[config.mk]
export PLATFORM = sky130hd
export DESIGN_NAME = platform_manager
export DESIGN_NICKNAME = d
export VERILOG_FILES = /design/src/rtl/platform_manager.sv
export SDC_FILE = /design/constraint.sdc
export NUM_CORES = 2
export LEC_CHECK = 0
export CORE_ASPECT_RATIO = 0.8
export CORE_UTILIZATION = 54
export DETAILED_ROUTE_END_ITERATION = 8
export PLACE_DENSITY = 0.77
export SLEW_MARGIN = 20
export SYNTH_ARGS = -nofsm -noshare
export SYNTH_HDL_FRONTEND = slang
export SYNTH_SLANG_ARGS = --single-unit
[constraint.sdc]
create_clock -name Clk -period 7.26 [get_ports Clk]
set_input_delay 1.452 -clock Clk [delete_from_list [all_inputs] [get_ports Clk]]
set_output_delay 1.452 -clock Clk [all_outputs]
set_load 0.01 [all_outputs]
[src/rtl/platform_manager.sv]
// platform_manager: builds, scrolls and respawns 16 platforms and keeps a climb score; define PLAT_MOVING_EN for drifting odd platforms.
module platform_manager #(
  parameter int SCROLL_LINE = 200,
  parameter int SPACING = 30,
  parameter int X_MIN = 32,
  parameter int X_RANGE = 448,
  parameter int START_X = 320,
  parameter logic [15:0] LFSR_SEED = 16'hACE1
) (
  input logic Clk,
  input logic Reset,
  input logic frame_clk,
  input logic loadplat,
  input logic [9:0] DoodleY,
  input logic [9:0] Doodle_Y_Motion,
  output logic [8:0] platX0,
  output logic [8:0] platX1,
  output logic [8:0] platX2,
  output logic [8:0] platX3,
  output logic [8:0] platX4,
  output logic [8:0] platX5,
  output logic [8:0] platX6,
  output logic [8:0] platX7,
  output logic [8:0] platX8,
  output logic [8:0] platX9,
  output logic [8:0] platX10,
  output logic [8:0] platX11,
  output logic [8:0] platX12,
  output logic [8:0] platX13,
  output logic [8:0] platX14,
  output logic [8:0] platX15,
  output logic [8:0] platY0,
  output logic [8:0] platY1,
  output logic [8:0] platY2,
  output logic [8:0] platY3,
  output logic [8:0] platY4,
  output logic [8:0] platY5,
  output logic [8:0] platY6,
  output logic [8:0] platY7,
  output logic [8:0] platY8,
  output logic [8:0] platY9,
  output logic [8:0] platY10,
  output logic [8:0] platY11,
  output logic [8:0] platY12,
  output logic [8:0] platY13,
  output logic [8:0] platY14,
  output logic [8:0] platY15,
  output logic [3:0] scroll_amt,
  output logic [15:0] score,
  output logic busy
);
  typedef enum logic [1:0] {IDLE, LOAD, SCROLL, COMMIT} stateT;
  localparam logic [9:0] SPC = 10'(SPACING);
  localparam logic [9:0] SL = 10'(SCROLL_LINE);
  localparam logic [8:0] XMIN = 9'(X_MIN);
  localparam logic [8:0] XRNG = 9'(X_RANGE);
  localparam logic [8:0] SX = 9'(START_X);
  stateT state, nextState;
  logic [2:0] frameSync;
  logic [1:0] loadSync;
  logic frameTick, loadReq, startLoad, scrollGo, respawn;
  logic [3:0] index, shiftReg, shiftCalc;
  logic [15:0] lfsr, lfsrNext;
  logic [8:0] workX [16];
  logic [8:0] workY [16];
  logic [8:0] outX [16];
  logic [8:0] outY [16];
  logic [8:0] off, randX, loadY, curY, newY, newX;
  logic [9:0] negMotion, ny;
  logic [16:0] scoreSum;
  assign frameTick = frameSync[1] & ~frameSync[2];
  assign loadReq = loadSync[0] & ~loadSync[1];
  // A load request landing in COMMIT is dropped; everywhere else it (re)starts LOAD.
  assign startLoad = loadReq && state != COMMIT;
  assign busy = state != IDLE;
  assign lfsrNext = {lfsr[0] ^ lfsr[2] ^ lfsr[3] ^ lfsr[5], lfsr[15:1]};
  assign off = lfsr[8:0] >= XRNG ? lfsr[8:0] - XRNG : lfsr[8:0];
  assign randX = XMIN + off;
  assign negMotion = ~Doodle_Y_Motion + 10'd1;
  assign shiftCalc = (DoodleY < SL && Doodle_Y_Motion[9]) ? (negMotion > 10'd15 ? 4'd15 : negMotion[3:0]) : 4'd0;
  assign scoreSum = {1'b0, score} + 17'(shiftCalc);
  assign loadY = 9'(10'd471 - 10'(index) * SPC);
  assign curY = workY[index];
  assign ny = {1'b0, curY} + {6'd0, shiftReg};
  assign respawn = ny > 10'd479;
  assign newY = respawn ? 9'(ny - 10'd480) : ny[8:0];
`ifdef PLAT_MOVING_EN
  localparam logic [8:0] XMAX = 9'(X_MIN + X_RANGE - 1);
  logic [15:0] dir;
  logic [8:0] baseX;
  logic turn;
  assign scrollGo = 1'b1;
  assign baseX = respawn ? randX : workX[index];
  assign turn = dir[index] ? baseX == XMAX : baseX == XMIN;
  assign newX = !index[0] ? baseX : (dir[index] ^ turn) ? baseX + 9'd1 : baseX - 9'd1;
  always_ff @(posedge Clk or negedge Reset)
    if (!Reset) dir <= '1;
    else if (!startLoad && state == LOAD) dir[index] <= 1'b1;
    else if (!startLoad && state == SCROLL && index[0] && turn) dir[index] <= ~dir[index];
`else
  assign scrollGo = shiftCalc != 4'd0;
  assign newX = respawn ? randX : workX[index];
`endif
  always_ff @(posedge Clk or negedge Reset)
    if (!Reset) state <= IDLE;
    else state <= nextState;
  always_comb begin
    nextState = state;
    if (startLoad) nextState = LOAD;
    else if (state == IDLE) nextState = frameTick && scrollGo ? SCROLL : IDLE;
    else if (state == COMMIT) nextState = IDLE;
    else if (index == 4'd15) nextState = COMMIT;
  end
  always_ff @(posedge Clk or negedge Reset)
    if (!Reset) begin
      frameSync <= '0;
      loadSync <= '0;
      index <= '0;
      shiftReg <= '0;
      lfsr <= LFSR_SEED;
      scroll_amt <= '0;
      score <= '0;
      for (int i = 0; i < 16; i++) begin
        workX[i] <= '0;
        workY[i] <= '0;
        outX[i] <= '0;
        outY[i] <= '0;
      end
    end else begin
      frameSync <= {frameSync[1:0], frame_clk};
      loadSync <= {loadSync[0], loadplat};
      index <= (!startLoad && (state == LOAD || state == SCROLL)) ? index + 4'd1 : 4'd0;
      if (startLoad) begin
        shiftReg <= '0;
        if (state != IDLE) score <= '0;
      end else if (state == IDLE && frameTick && scrollGo) begin
        shiftReg <= shiftCalc;
        score <= scoreSum[16] ? 16'hFFFF : scoreSum[15:0];
      end else if (state == IDLE && frameTick) scroll_amt <= '0;
      if (!startLoad && state == LOAD) begin
        workX[index] <= index == 4'd0 ? SX : randX;
        workY[index] <= loadY;
        lfsr <= lfsrNext;
      end
      if (!startLoad && state == SCROLL) begin
        workX[index] <= newX;
        workY[index] <= newY;
        if (respawn) lfsr <= lfsrNext;
      end
      if (state == COMMIT) begin
        outX <= workX;
        outY <= workY;
        scroll_amt <= shiftReg;
      end
    end
  assign platX0 = outX[0];
  assign platX1 = outX[1];
  assign platX2 = outX[2];
  assign platX3 = outX[3];
  assign platX4 = outX[4];
  assign platX5 = outX[5];
  assign platX6 = outX[6];
  assign platX7 = outX[7];
  assign platX8 = outX[8];
  assign platX9 = outX[9];
  assign platX10 = outX[10];
  assign platX11 = outX[11];
  assign platX12 = outX[12];
  assign platX13 = outX[13];
  assign platX14 = outX[14];
  assign platX15 = outX[15];
  assign platY0 = outY[0];
  assign platY1 = outY[1];
  assign platY2 = outY[2];
  assign platY3 = outY[3];
  assign platY4 = outY[4];
  assign platY5 = outY[5];
  assign platY6 = outY[6];
  assign platY7 = outY[7];
  assign platY8 = outY[8];
  assign platY9 = outY[9];
  assign platY10 = outY[10];
  assign platY11 = outY[11];
  assign platY12 = outY[12];
  assign platY13 = outY[13];
  assign platY14 = outY[14];
  assign platY15 = outY[15];
endmodule

==> flow_summary_export.csv <==
group,metric,value,unit
clock_tree,clock_sinks,627,
die,initial_utilization,55.0,%
timing,setup_viol,0,
run,drv_cap,0,
worst_setup_path,endpoint_kind,"register",
cells_and_area,area_growth,19.3,%
clock_tree,clk_latency,630,ps
route,wl_per_cell,24.6,µm
min_path,hp-class,"reg -> reg",
worst_setup_path,worstPathRequired,7820,ps
yosys,synth_area,29800,µm²
worst_setup_path,reg2reg_depth,14,
timing,hold_viol,0,
timing,fin_crit,6030,ps
place,io_buffers,329,
global_routing,grt_pass1_vias,22900,
clock_tree,tritoncts,"built",
power,leakage,15.4,nW
timing,setup_tns,0,ps
global_routing,grt_pass1_wl,137,mm
route,vias,23400,
die,core.rowCount,76,
yosys,synth_nets,2742,
worst_setup_path,crit_fanout,37,
timing,fin_ws,1230,ps
clock_tree,ctsHoldBuffers,0,
clock_tree,h-tree-depth,2,
yosys,synthArstFlopShare,100,%
route,drtAntennaViolNets,0,
place,hpwl,61.5,mm
min_path,hold_path_depth,0,
die,dieArea,56100,µm²
route,vias_per_cell,6.44,
cells_and_area,fill_cells,4014,
yosys,synth_enable_flop_cells,0,
yosys,avgSynthCellArea,11.1,µm²
die,die_w,265,µm
cells_and_area,diodes,0,
timing,clock.fmax,166,MHz
place,gp_congestion,0.948,
power,totalPowerFinal,14.6,mW
timing,drv_slew,0,
clock_tree,cts.repair.resized,0,
die,io-pin-count,333,
route,drtIter0Drc,2810,
yosys,synth_cell_types,79,
route,drc,0,
global_routing,antenna_found_initial,0,
die,core_area,54200,µm²
worst_setup_path,cp-start-kind,"register",
outcome,outcome,"finished clean",
route,postRouteWirelength,89.2,mm
yosys,synthCells,2676,
timing,finalClockSkew,27.3,ps
clock_tree,clkTransAtPathRegs,70,ps
timing,relSlewSlack,23.2,%
cells_and_area,nets,2946,
power,powerDensity,411,nW/µm²
place,place_area,33400,µm²
timing,rsz0062_at_grt,"false",
global_routing,grt_max_degree,193,
cells_and_area,seqCellArea,15700,µm²
clock_tree,root_buffer,"clkbuf_16",
clock_tree,numCtsBuffers,60,
yosys,ys_seq_area_share,52.7,%
worst_setup_path,path_class,"reg -> reg",
global_routing,grt_util_all_layers,31.8,%
yosys,yosys_warnings,0,
yosys,ys.flop_type,"dfrtp_1",
power,vdd.ir_drop.worst,0.000383,V
worst_setup_path,cp_data_arrival_time,6590,ps
die,die_y,212,µm
clock_tree,clk_path_buf_depth,3,
cells_and_area,fin_area,35500,µm²
timing,tightest_slew,1150,ps
cells_and_area,multi_input_comb_area,13100,µm²
place,post-place-ws,1080,ps
clock_tree,post-cts-setup-buffer-count,0,
global_routing,grt_overflow,0,
cells_and_area,post_route_cells_drive_above_1_share,19.8,%
route,first_pass_iters,8,
yosys,synth_seq_cells,627,
timing,final.period_utilization,83.1,%
power breakdown:
group	internal, mW	leakage [nW]	switching, mW
sequential	4.29	8.35	0.904
combinational	2.34	6.02	3.72
clock	1.95	1.03	1.38
total	8.58	15.4	6.00
sequential cells by signal, summed over array words and instances (netlist names), 16 cells and up:
name and flops:
lfsr 16, workX 144, score 16, workY 144
logic make-up after synthesis:
kind of cell,Yosys count,synth area share [%]
and+or+nand+nor,682,9.72
AOI/OAI and AO/OA,632,12.8
DFF,627,52.7
muxes,416,18.7
buffers and inverters,257,3.54
adders and majority gates,42,1.94
xor gates and xnor gates,20,0.634
cell usage in the layout (no fill, tap or decap), drive strengths merged, types with 9 or more instances in the layout:
master and instances:
a211oi 36, a21oi 133, a31oi 39, and2 9, and3 22, buf 40
clkbuf 93, clkdlybuf4s50 328, clkinv 10, dfrtp 619, ha 35, inv 32
mux2 319, mux2i 17, mux4 80, nand2 375, nand3 49, nor2 159
nor2b 9, nor3 23, o211a 9, o211ai 79, o21ai 278, xnor2 15
final timing paths:
| path | start | endpoint | slack (ps) |
|---|---|---|---|
| max | index[0] | workY[142] | 1230 |
| min | frameSync[0] | frameSync[1] | 360 |
| max reg2reg | index[0] | workY[142] | 1230 |
| min reg2reg | frameSync[0] | frameSync[1] | 360 |
| max in group asynchronous | Reset | workX[75] | 4770 |
| min in group asynchronous | Reset | platX14[6] | 930 |
worst max-delay path, cell delays in order (launching register included):
cell,delay (ps)
dfrtp_4,950
mux4_2,680
mux4_2,490
ha_1,240
fa_1,460
a21o_1,180
a21oi_1,410
a31oi_1,100
xnor2_1,520
inv_2,150
ha_1,210
and2_1,180
a311oi_4,980
o22ai_1,190
a21oi_1,200
per-layer routing:
metal	routed length [µm]	global-route usage, %	share of wire [%]
met4	2410	9.92	2.7
met2	39900	47.5	45
met5	0	0	0
met1	36200	45.9	41
met3	10700	8.12	12
final cells by class:
| type | instances | area share, % |
|---|---|---|
| inverters | 31 | 0.328 |
| well taps | 702 | 2.47 |
| clock buffers | 93 | 5.17 |
| clock inverters | 18 | 0.736 |
| multi-input cells | 1792 | 36.9 |
| repair buffers | 368 | 10.2 |
| flip-flops and latches | 627 | 44.2 |
cells in the mapped netlist, drive strengths merged, types with 3 or more instances:
| cell type | n | area [µm²] |
|---|---|---|
| nor3b | 8 | 60.1 |
| a22oi | 6 | 45.0 |
| fa | 7 | 140 |
| nand2b | 8 | 50.1 |
| o21ai | 278 | 1410 |
| and2 | 9 | 56.3 |
| o221ai | 3 | 26.3 |
| nor2b | 9 | 56.3 |
| and3 | 22 | 138 |
| mux2 | 319 | 3590 |
| xor2 | 4 | 35.0 |
| o211ai | 79 | 593 |
| mux2i | 17 | 170 |
| a31oi | 39 | 250 |
| buf | 43 | 251 |
| a211oi | 36 | 270 |
| dfrtp | 619 | 15500 |
| a21o | 3 | 22.5 |
| a211o | 3 | 26.3 |
| a311oi | 5 | 61.3 |
| a21oi | 133 | 681 |
| ha | 35 | 438 |
| xnor2 | 15 | 131 |
| o22ai | 5 | 31.3 |
| clkbuf | 183 | 687 |
| inv | 30 | 113 |
| o32ai | 4 | 35.0 |
| nor3 | 23 | 125 |
| mux4 | 80 | 1800 |
| o211a | 9 | 90.1 |
| nand2 | 375 | 1410 |
| a22o | 8 | 70.1 |
| nand3 | 49 | 245 |
| nor2 | 159 | 602 |
| dfstp | 8 | 210 |
| nand4 | 4 | 25.0 |
stage by stage:
stage	std cells	hold slack [ps]	utilization [%]
5_1_grt	3631	362	65.5
3_5_place_dp	3520	348	61.6
6_report	3631	357	65.5
4_1_cts	3631	356	65.5
2_1_floorplan	2676	331	-
3_3_place_gp	3520	340	61.6
Power figures use the tool's default switching activity.
==> edit, RTL diff (same settings) <==
The option `PLAT_MOVING_EN` is turned on by a define.
--- a/src/rtl/platform_manager.sv
+++ b/src/rtl/platform_manager.sv
@@ -1,3 +1,5 @@
 // platform_manager: builds, scrolls and respawns 16 platforms and keeps a climb score; define PLAT_MOVING_EN for drifting odd platforms.
+`define PLAT_MOVING_EN
+
 module platform_manager #(
   parameter int SCROLL_LINE = 200,
Function: changed (Yosys sat finds a counterexample within 4 cycles, from zero or initial values and one cycle with Reset low).
==> edit against the unedited design <==
- sequential cell count up 16
- utilization down 0.22 points
- maximum frequency down 13%
- area after synthesis up 4.3%
- setup slack worse by 0.90 ns
- total power up 28%
- count of clock-buffer cells in the layout up 4
- cell area up 4.4%
- wire length up 5.3%
- largest cell class unchanged
==> edit: results (changes against the unedited design) <==
Clock buffers -> 97 (+4.3%)
P_comb -> 9210 uW (+52%)
Worst-path fanout max -> 16 (-57%)
Drt initial violations -> 2980 (+6.0%)
Share of layout cells above drive strength 1 -> 0.1973 (-0.001036)
Slew margin rel. -> 0.2145 (-0.01705)
Internal Dissipation -> 10690 uW (+25%)
Number of global-route vias before repair -> 23770 (+3.9%)
Clk pwr share -> 0.182 (-0.046)
VDD IR-drop max -> 417.4 uV (+8.8%)
DIE WIDTH -> 270.2 um (+2.1%)
CTS Sinks -> 643 (+2.6%)
Most frequent cells after synthesis -> dfrtp_1, mux2_2, nand2_1, nor2_1, a21oi_1
Capture point of the critical path -> workX[8]
Gr usage total -> 0.3219 (+0.003464)
Post-synthesis sequential area ratio -> 0.5188 (-0.008203)
Multi-input combinational area share -> 0.3740 (+0.005320)
Layout non-clock buf frac -> 0.1047 (+0.002600)
Synth area leaders -> dfrtp_1, mux2_2, mux4_2
LEAKAGE -> 0.01630 uW (+5.8%)
Layout clock area frac -> 0.05712 (-0.001975)
Register Area -> 16130 sq um (+2.7%)
DRT Pass-1 Iters -> 5 (-3)
Status -> completed
Inverters -> 38 (+23%)
R2r setup slk -> 0.33 ns (-0.90 ns)
Fillers -> 4225 (+5.3%)
Worst-case reg-to-reg path depth -> 28 (+14)
Count of plain and timing-repair buffers -> 394 (+7.1%)
==> edit: per-stage QoR <==
step	hold slack, ns	std cells	setup slack (ns)	util	power [uW]
2_1_floorplan	0.3312	2781	0.02479	-	11300
3_3_place_gp	0.3433	3701	0.2513	0.6144	14740
3_5_place_dp	0.3510	3701	0.2259	0.6145	15030
4_1_cts	0.3585	3820	0.1773	0.6518	18470
5_1_grt	0.3618	3826	0.07099	0.6533	19470
6_report	0.3540	3826	0.3335	0.6533	18650
==> edit: cell families after synthesis <==
kind of cell / share of synthesized area
AO/OA/AOI/OAI: 0.1349
XOR/XNOR: 0.008739
adder cells (fa/ha/maj): 0.02247
buffers and inverters: 0.03834
flip-flops: 0.5188
multiplexers: 0.1865
AND/OR/NAND/NOR: 0.09017
==> edit: layer usage <==
metal / share of wire / wire length, um / GRT usage
met5: 0 / 0 / 0
met4: 0.038 / 3557 / 0.1156
met3: 0.10 / 9547 / 0.06416
met2: 0.46 / 43190 / 0.4994
met1: 0.40 / 37600 / 0.4529
